File: config.mk
export PLATFORM = sky130hd
export DESIGN_NAME = mage_lp_iv_gen
export DESIGN_NICKNAME = d
export VERILOG_FILES = /design/src/rtl/mage_lp_iv_gen.sv
export SDC_FILE = /design/constraint.sdc
export NUM_CORES = 1
export LEC_CHECK = 0
export CAP_MARGIN = 5
export CELL_PAD_IN_SITES_DETAIL_PLACEMENT = 0
export CELL_PAD_IN_SITES_GLOBAL_PLACEMENT = 2
export CORE_MARGIN = 2
export CORE_UTILIZATION = 36
export CTS_BUF_LIST = sky130_fd_sc_hd__clkbuf_4
export DETAILED_ROUTE_END_ITERATION = 8
export GPL_TIMING_DRIVEN = 0
export PLACE_DENSITY = 0.95
export SLEW_MARGIN = 5
export SYNTH_ARGS = -nofsm -noshare
export SYNTH_HDL_FRONTEND = slang
export SYNTH_SLANG_ARGS = --single-unit
File: constraint.sdc
create_clock -name clk_i -period 11.3 [get_ports clk_i]
set_input_delay 2.26 -clock clk_i [delete_from_list [all_inputs] [get_ports clk_i]]
set_output_delay 2.26 -clock clk_i [all_outputs]
set_load 0.05 [all_outputs]
File: src/rtl/mage_lp_iv_gen.sv
// mage_lp_iv_gen: nested-loop iteration-variable generator (odometer).
// Ports: clk_i/rst_i, start_i + config (n_loops_i, ii_i, lp_vars_i),
//   iv_o/valid_o/last_o with ready_i handshake, busy_o, done_o.
module mage_lp_iv_gen #(
   parameter int N_LP       = 4,
   parameter int NBIT_LP_IV = 8,
   parameter int NBIT_II    = 4
) (
   input  logic                           clk_i,
   input  logic                           rst_i,
   input  logic                           start_i,
   input  logic [$clog2(N_LP):0]          n_loops_i,
   input  logic [NBIT_II-1:0]             ii_i,
   input  logic [N_LP*3*NBIT_LP_IV-1:0]   lp_vars_i,
   output logic [N_LP*NBIT_LP_IV-1:0]     iv_o,
   output logic                           valid_o,
   input  logic                           ready_i,
   output logic                           last_o,
   output logic                           busy_o,
   output logic                           done_o
);

   localparam int NLW = $clog2(N_LP) + 1;
   localparam int W   = NBIT_LP_IV;

   typedef enum logic [1:0] {IDLE, RUN, STALL} state_t;

   state_t state, state_n;

   logic [W-1:0]       cnt    [N_LP];
   logic [W-1:0]       cnt_n  [N_LP];
   logic [W-1:0]       iv_r   [N_LP];
   logic [W-1:0]       fv_r   [N_LP];
   logic [W-1:0]       inc_r  [N_LP];
   logic [N_LP-1:0]    act_r;
   logic [N_LP-1:0]    act_in;
   logic [N_LP-1:0]    wrap;
   logic [N_LP:0]      carry;
   logic [NBIT_II-1:0] ii_r;
   logic [NBIT_II-1:0] stall_cnt;
   logic [NLW-1:0]     n_eff;
   logic               done_r;
   logic               last_all;
   logic               hs;

   // Wrap test is done one bit wider so cnt+inc can never alias low.
   always_comb begin
      n_eff = n_loops_i;
      if (n_loops_i == '0)
         n_eff = NLW'(1);
      else if (n_loops_i > NLW'(N_LP))
         n_eff = NLW'(N_LP);
      for (int k = 0; k < N_LP; k++) begin
         act_in[k] = NLW'(k) < n_eff;
         wrap[k] = ({1'b0, cnt[k]} + {1'b0, inc_r[k]}) > {1'b0, fv_r[k]};
         iv_o[k*W +: W] = cnt[k];
      end
   end

   // Odometer: carry enters loop 0 and ripples through wrapping loops.
   always_comb begin
      carry = '0;
      carry[0] = 1'b1;
      for (int k = 0; k < N_LP; k++) begin
         cnt_n[k] = cnt[k];
         if (act_r[k] && carry[k]) begin
            if (wrap[k]) begin
               cnt_n[k]   = iv_r[k];
               carry[k+1] = 1'b1;
            end else begin
               cnt_n[k] = cnt[k] + inc_r[k];
            end
         end
      end
   end

   assign last_all = &(wrap | ~act_r);
   assign valid_o  = (state == RUN);
   assign last_o   = valid_o & last_all;
   assign busy_o   = (state != IDLE);
   assign done_o   = done_r;
   assign hs       = valid_o & ready_i;

   always_ff @(posedge clk_i or posedge rst_i) begin
      if (rst_i)
         state <= IDLE;
      else
         state <= state_n;
   end

   always_comb begin
      state_n = state;
      unique case (state)
         IDLE: begin
            if (start_i)
               state_n = RUN;
         end
         RUN: begin
            if (ready_i) begin
               if (last_all)
                  state_n = IDLE;
               else if (ii_r > NBIT_II'(1))
                  state_n = STALL;
            end
         end
         STALL: begin
            if (stall_cnt <= NBIT_II'(1))
               state_n = RUN;
         end
         default: state_n = IDLE;
      endcase
   end

   always_ff @(posedge clk_i or posedge rst_i) begin
      if (rst_i) begin
         for (int k = 0; k < N_LP; k++) begin
            cnt[k]   <= '0;
            iv_r[k]  <= '0;
            fv_r[k]  <= '0;
            inc_r[k] <= '0;
         end
         act_r     <= '0;
         ii_r      <= '0;
         stall_cnt <= '0;
         done_r    <= 1'b0;
      end else begin
         done_r <= hs & last_all;
         case (state)
            IDLE: begin
               if (start_i) begin
                  act_r <= act_in;
                  ii_r  <= (ii_i == '0) ? NBIT_II'(1) : ii_i;
                  for (int k = 0; k < N_LP; k++) begin
                     iv_r[k]  <= lp_vars_i[k*3*W+2*W +: W];
                     fv_r[k]  <= lp_vars_i[k*3*W+W +: W];
                     inc_r[k] <= (lp_vars_i[k*3*W +: W] == '0) ?
                                 W'(1) : lp_vars_i[k*3*W +: W];
                     cnt[k]   <= act_in[k] ?
                                 lp_vars_i[k*3*W+2*W +: W] : '0;
                  end
               end
            end
            RUN: begin
               if (ready_i && !last_all) begin
                  for (int k = 0; k < N_LP; k++)
                     cnt[k] <= cnt_n[k];
                  stall_cnt <= ii_r - NBIT_II'(1);
               end
            end
            STALL: begin
               stall_cnt <= stall_cnt - NBIT_II'(1);
            end
            default: ;
         endcase
      end
   end

endmodule

==> results.toml <==
[sta]
slew_viol_final = 0
tns_ps = 0
finalHoldViolations = 0
finalCriticalPeriod_ps = 7550
final-setup-viol-count = 0
grt_setup_unrepaired = "no"
min_period_over_period_pct = 66.8
clock.fmax_mhz = 132
skew_ps = 19.3
tightest_slew_ps = 868
slew_headroom_pct = 42.2

[grt]
groute.usage.overall_pct = 20.8
overflow = 0
grt_pass1_wl_um = 38400
antenna_found_initial = 1
grt_pass1_vias = 6936
grt_start_max_net_pins = 117

[setup_path]
critPathMaxStageDelay_ps = 830
crit_required_ps = 9040
critPathKind = "flip-flop to primary output"
cp-end-kind = "primary output"
reg2reg_from = "iv_o[0]$_DFFE_PP0P_"
cp-startpoint = "iv_o[0]$_DFFE_PP0P_"
critPathSlowestCell = "clkdlybuf4s50_1"
worstPathMaxFanout = 10
crit_arrival_ps = 5290
crit_path_cell_trace = "ha_1 -> fa_1 -> a211oi_1 -> o21bai_1 -> a21oi_1 -> xnor2_1 -> ha_1 -> a22o_1 -> nor4_1 -> a211o_1 -> o211ai_1 -> nor2_1 -> or3_1 -> buf_4 -> buf_2 -> nor2_1 -> clkdlybuf4s50_1"
worstSetupStartpointType = "flip-flop"

[place]
io_buffers = 141
dpl-instance-area_um2 = 10100
hpwl_um = 18700
gp_congestion = 0.851

[logic_synthesis]
netlist_instances = 930
yosysTopAreaCellShare_pct = 43.1
mappedNetlistNets = 1109
yosysWarnings = 0
synth_largest_area_cell = "dfrtp_1"
yosys_most_used_dff = "dfrtp_1"
synth_edf_count = 0
synth-async-reset-ratio_pct = 100
synth_area_per_cell_um2 = 8.92
ys_top_cells_by_area = "dfrtp_1, nand2_1, ha_1"
yosys_register_bits = 143
synth_cell_types = 56
syn-cell-area_um2 = 8300
yosysSeqAreaShare_pct = 43.1

[die]
start_util_pct = 36.7
fp-row-count = 55
core_um2 = 22600
fp.dieArea_um2 = 24300
die_h_um = 156
dieWidth_um = 156
io-pin-count = 143

[drt]
drt_iter0_drc = 408
wirelength_um = 24800
drc_errors = 0
dr_total_vias = 7151
drt-vias-per-instance = 5.14
ant_nets = 0
firstDrtPassIters = 4
avgRoutedWirePerCell_um = 17.9

[cells_and_area]
fin_area_um2 = 10400
fill_cells = 2214
final_nets = 1270
area_growth_pct = 24.9
drive_gt1_share_pct = 5.71

[clocking]
cts.sinks = 143
clk_pin_slew_worst_paths_ps = 110
cts-root-buf = "clkbuf_4"
postCtsSetupBuffers = 0
clockBufferDepth = 2
cts_tree = "built"
cts_hold_buf = 0
cts-resized-gates = 0
numCtsBuffers = 17
cts-htree-levels = 4
clk_latency_ps = 550

[worst_hold_path]
hold_path_class = "flip-flop to flip-flop"
hold_start = "iv_r[29]$_DFFE_PP0P_"

[job]
cap_viol_max_count = 0

[outcome]
outcome = "completed"
-- cells in the final DEF (no fill, tap or decap), types with 13 or more instances in the layout --
cell type and count:
a211oi_1 16, a21oi_1 38, clkbuf_1 29, clkbuf_4 22
clkdlybuf4s50_1 141, dfrtp_1 143, ha_1 68, inv_1 53
mux2_2 17, mux2i_1 28, nand2_1 258, nor2_1 39
nor3_1 13, o21ai_0 69, xnor2_1 16
-- synth_stat cells (2+ instances only) --
| cell | number |
|---|---|
| nand2_1 | 258 |
| dfrtp_1 | 143 |
| o21ai_0 | 69 |
| ha_1 | 68 |
| inv_1 | 54 |
| nor2_1 | 39 |
| a21oi_1 | 38 |
| clkbuf_1 | 29 |
| mux2i_1 | 28 |
| mux2_2 | 17 |
| a211oi_1 | 16 |
| xnor2_1 | 16 |
| nor3_1 | 13 |
| a21o_1 | 11 |
| nand3_1 | 11 |
| nand4_1 | 9 |
| o21a_1 | 8 |
| o221ai_1 | 8 |
| mux2_1 | 7 |
| nor4_1 | 7 |
| o211ai_1 | 6 |
| xor2_1 | 5 |
| buf_4 | 4 |
| fa_1 | 4 |
| o21bai_1 | 4 |
| o22ai_1 | 4 |
| a211o_1 | 3 |
| a22o_1 | 3 |
| and3_1 | 3 |
| buf_1 | 3 |
| buf_2 | 3 |
| nand2b_1 | 3 |
| nor2b_1 | 3 |
| o31ai_1 | 3 |
| or2_2 | 3 |
| a21boi_0 | 2 |
| a221o_1 | 2 |
| a31oi_1 | 2 |
| nand3b_1 | 2 |
| o211a_1 | 2 |
| o221a_2 | 2 |
-- stage by stage --
step | worst slack [ps] | std cells | hold slack (ps) | utilization [%]
6_report | 3750 | 1390 | 489 | 45.8
5_1_grt | 3340 | 1390 | 507 | 45.8
4_1_cts | 3670 | 1389 | 493 | 45.8
3_5_place_dp | 4310 | 1357 | 467 | 44.6
3_3_place_gp | 2820 | 1356 | 458 | 44.5
2_1_floorplan | 4810 | 930 | 440 | -
-- worst max-delay path: cells and delay by family (launching register included) --
family,cells,cell delay [ps]
AO/OA/AOI/OAI,6,1310
XOR/XNOR,1,150
adder cells (fa/ha/maj),3,1000
buffers and inverters,3,1190
flip-flops,1,440
AND/OR/NAND/NOR,4,650
-- cells by family after synthesis --
logic type                 share of synthesized area (%)
and+or+nand+nor                                     17.9
AOI/OAI and AO/OA                                   14.5
DFF                                                 43.1
buffers and inverters                               4.48
adders and majority gates                           11.2
muxes                                               6.63
xor gates and xnor gates                            2.22
-- state kept, by name (all words and copies together), names as in the netlist --
name,cells
fv_r,32
inc_r,32
iv_o,32
iv_r,32
act_r,4
ii_r,4
stall_cnt,4
state,2
done_o,1
-- routing by layer --
metal | track usage, % | vias to the layer above | part of all wire, %
met2 | 34.1 | 163 | 47
met4 | 3.93 | 0 | 0.89
li1 | - | 3526 | -
met1 | 28.7 | 3446 | 47
met3 | 4.39 | 16 | 4.8
met5 | 0 | - | 0
-- final cells by class --
| type | instances | area (um^2) | area share [%] |
|---|---|---|---|
| Clock inverter | 10 | 95.1 | 0.917 |
| Timing Repair Buffer | 142 | 1440 | 13.9 |
| Tap cell | 285 | 357 | 3.44 |
| Multi-Input combinational cell | 693 | 4350 | 42.0 |
| Inverter | 55 | 214 | 2.06 |
| Antenna cell | 1 | 2.50 | 0.0241 |
| Buffer | 39 | 165 | 1.59 |
| Clock buffer | 22 | 165 | 1.59 |
| Sequential cell | 143 | 3580 | 34.5 |
-- worst paths after layout --
path / endpoint / slack [ps] / cells past startpoint
max in group asynchronous: iv_o[26]$_DFFE_PP0P_ / 8390 / 3
max: last_o / 3750 / 17
min in group asynchronous: fv_r[10]$_DFFE_PP0P_ / 2050 / 2
min: iv_r[29]$_DFFE_PP0P_ / 490 / 2
min reg2reg: iv_r[29]$_DFFE_PP0P_ / 490 / 2
max reg2reg: iv_o[16]$_DFFE_PP0P_ / 6750 / 16
Power is left out: the tool's default activity adds up to more than one toggle a clock period on the data nets, which glitch-free logic cannot reach.
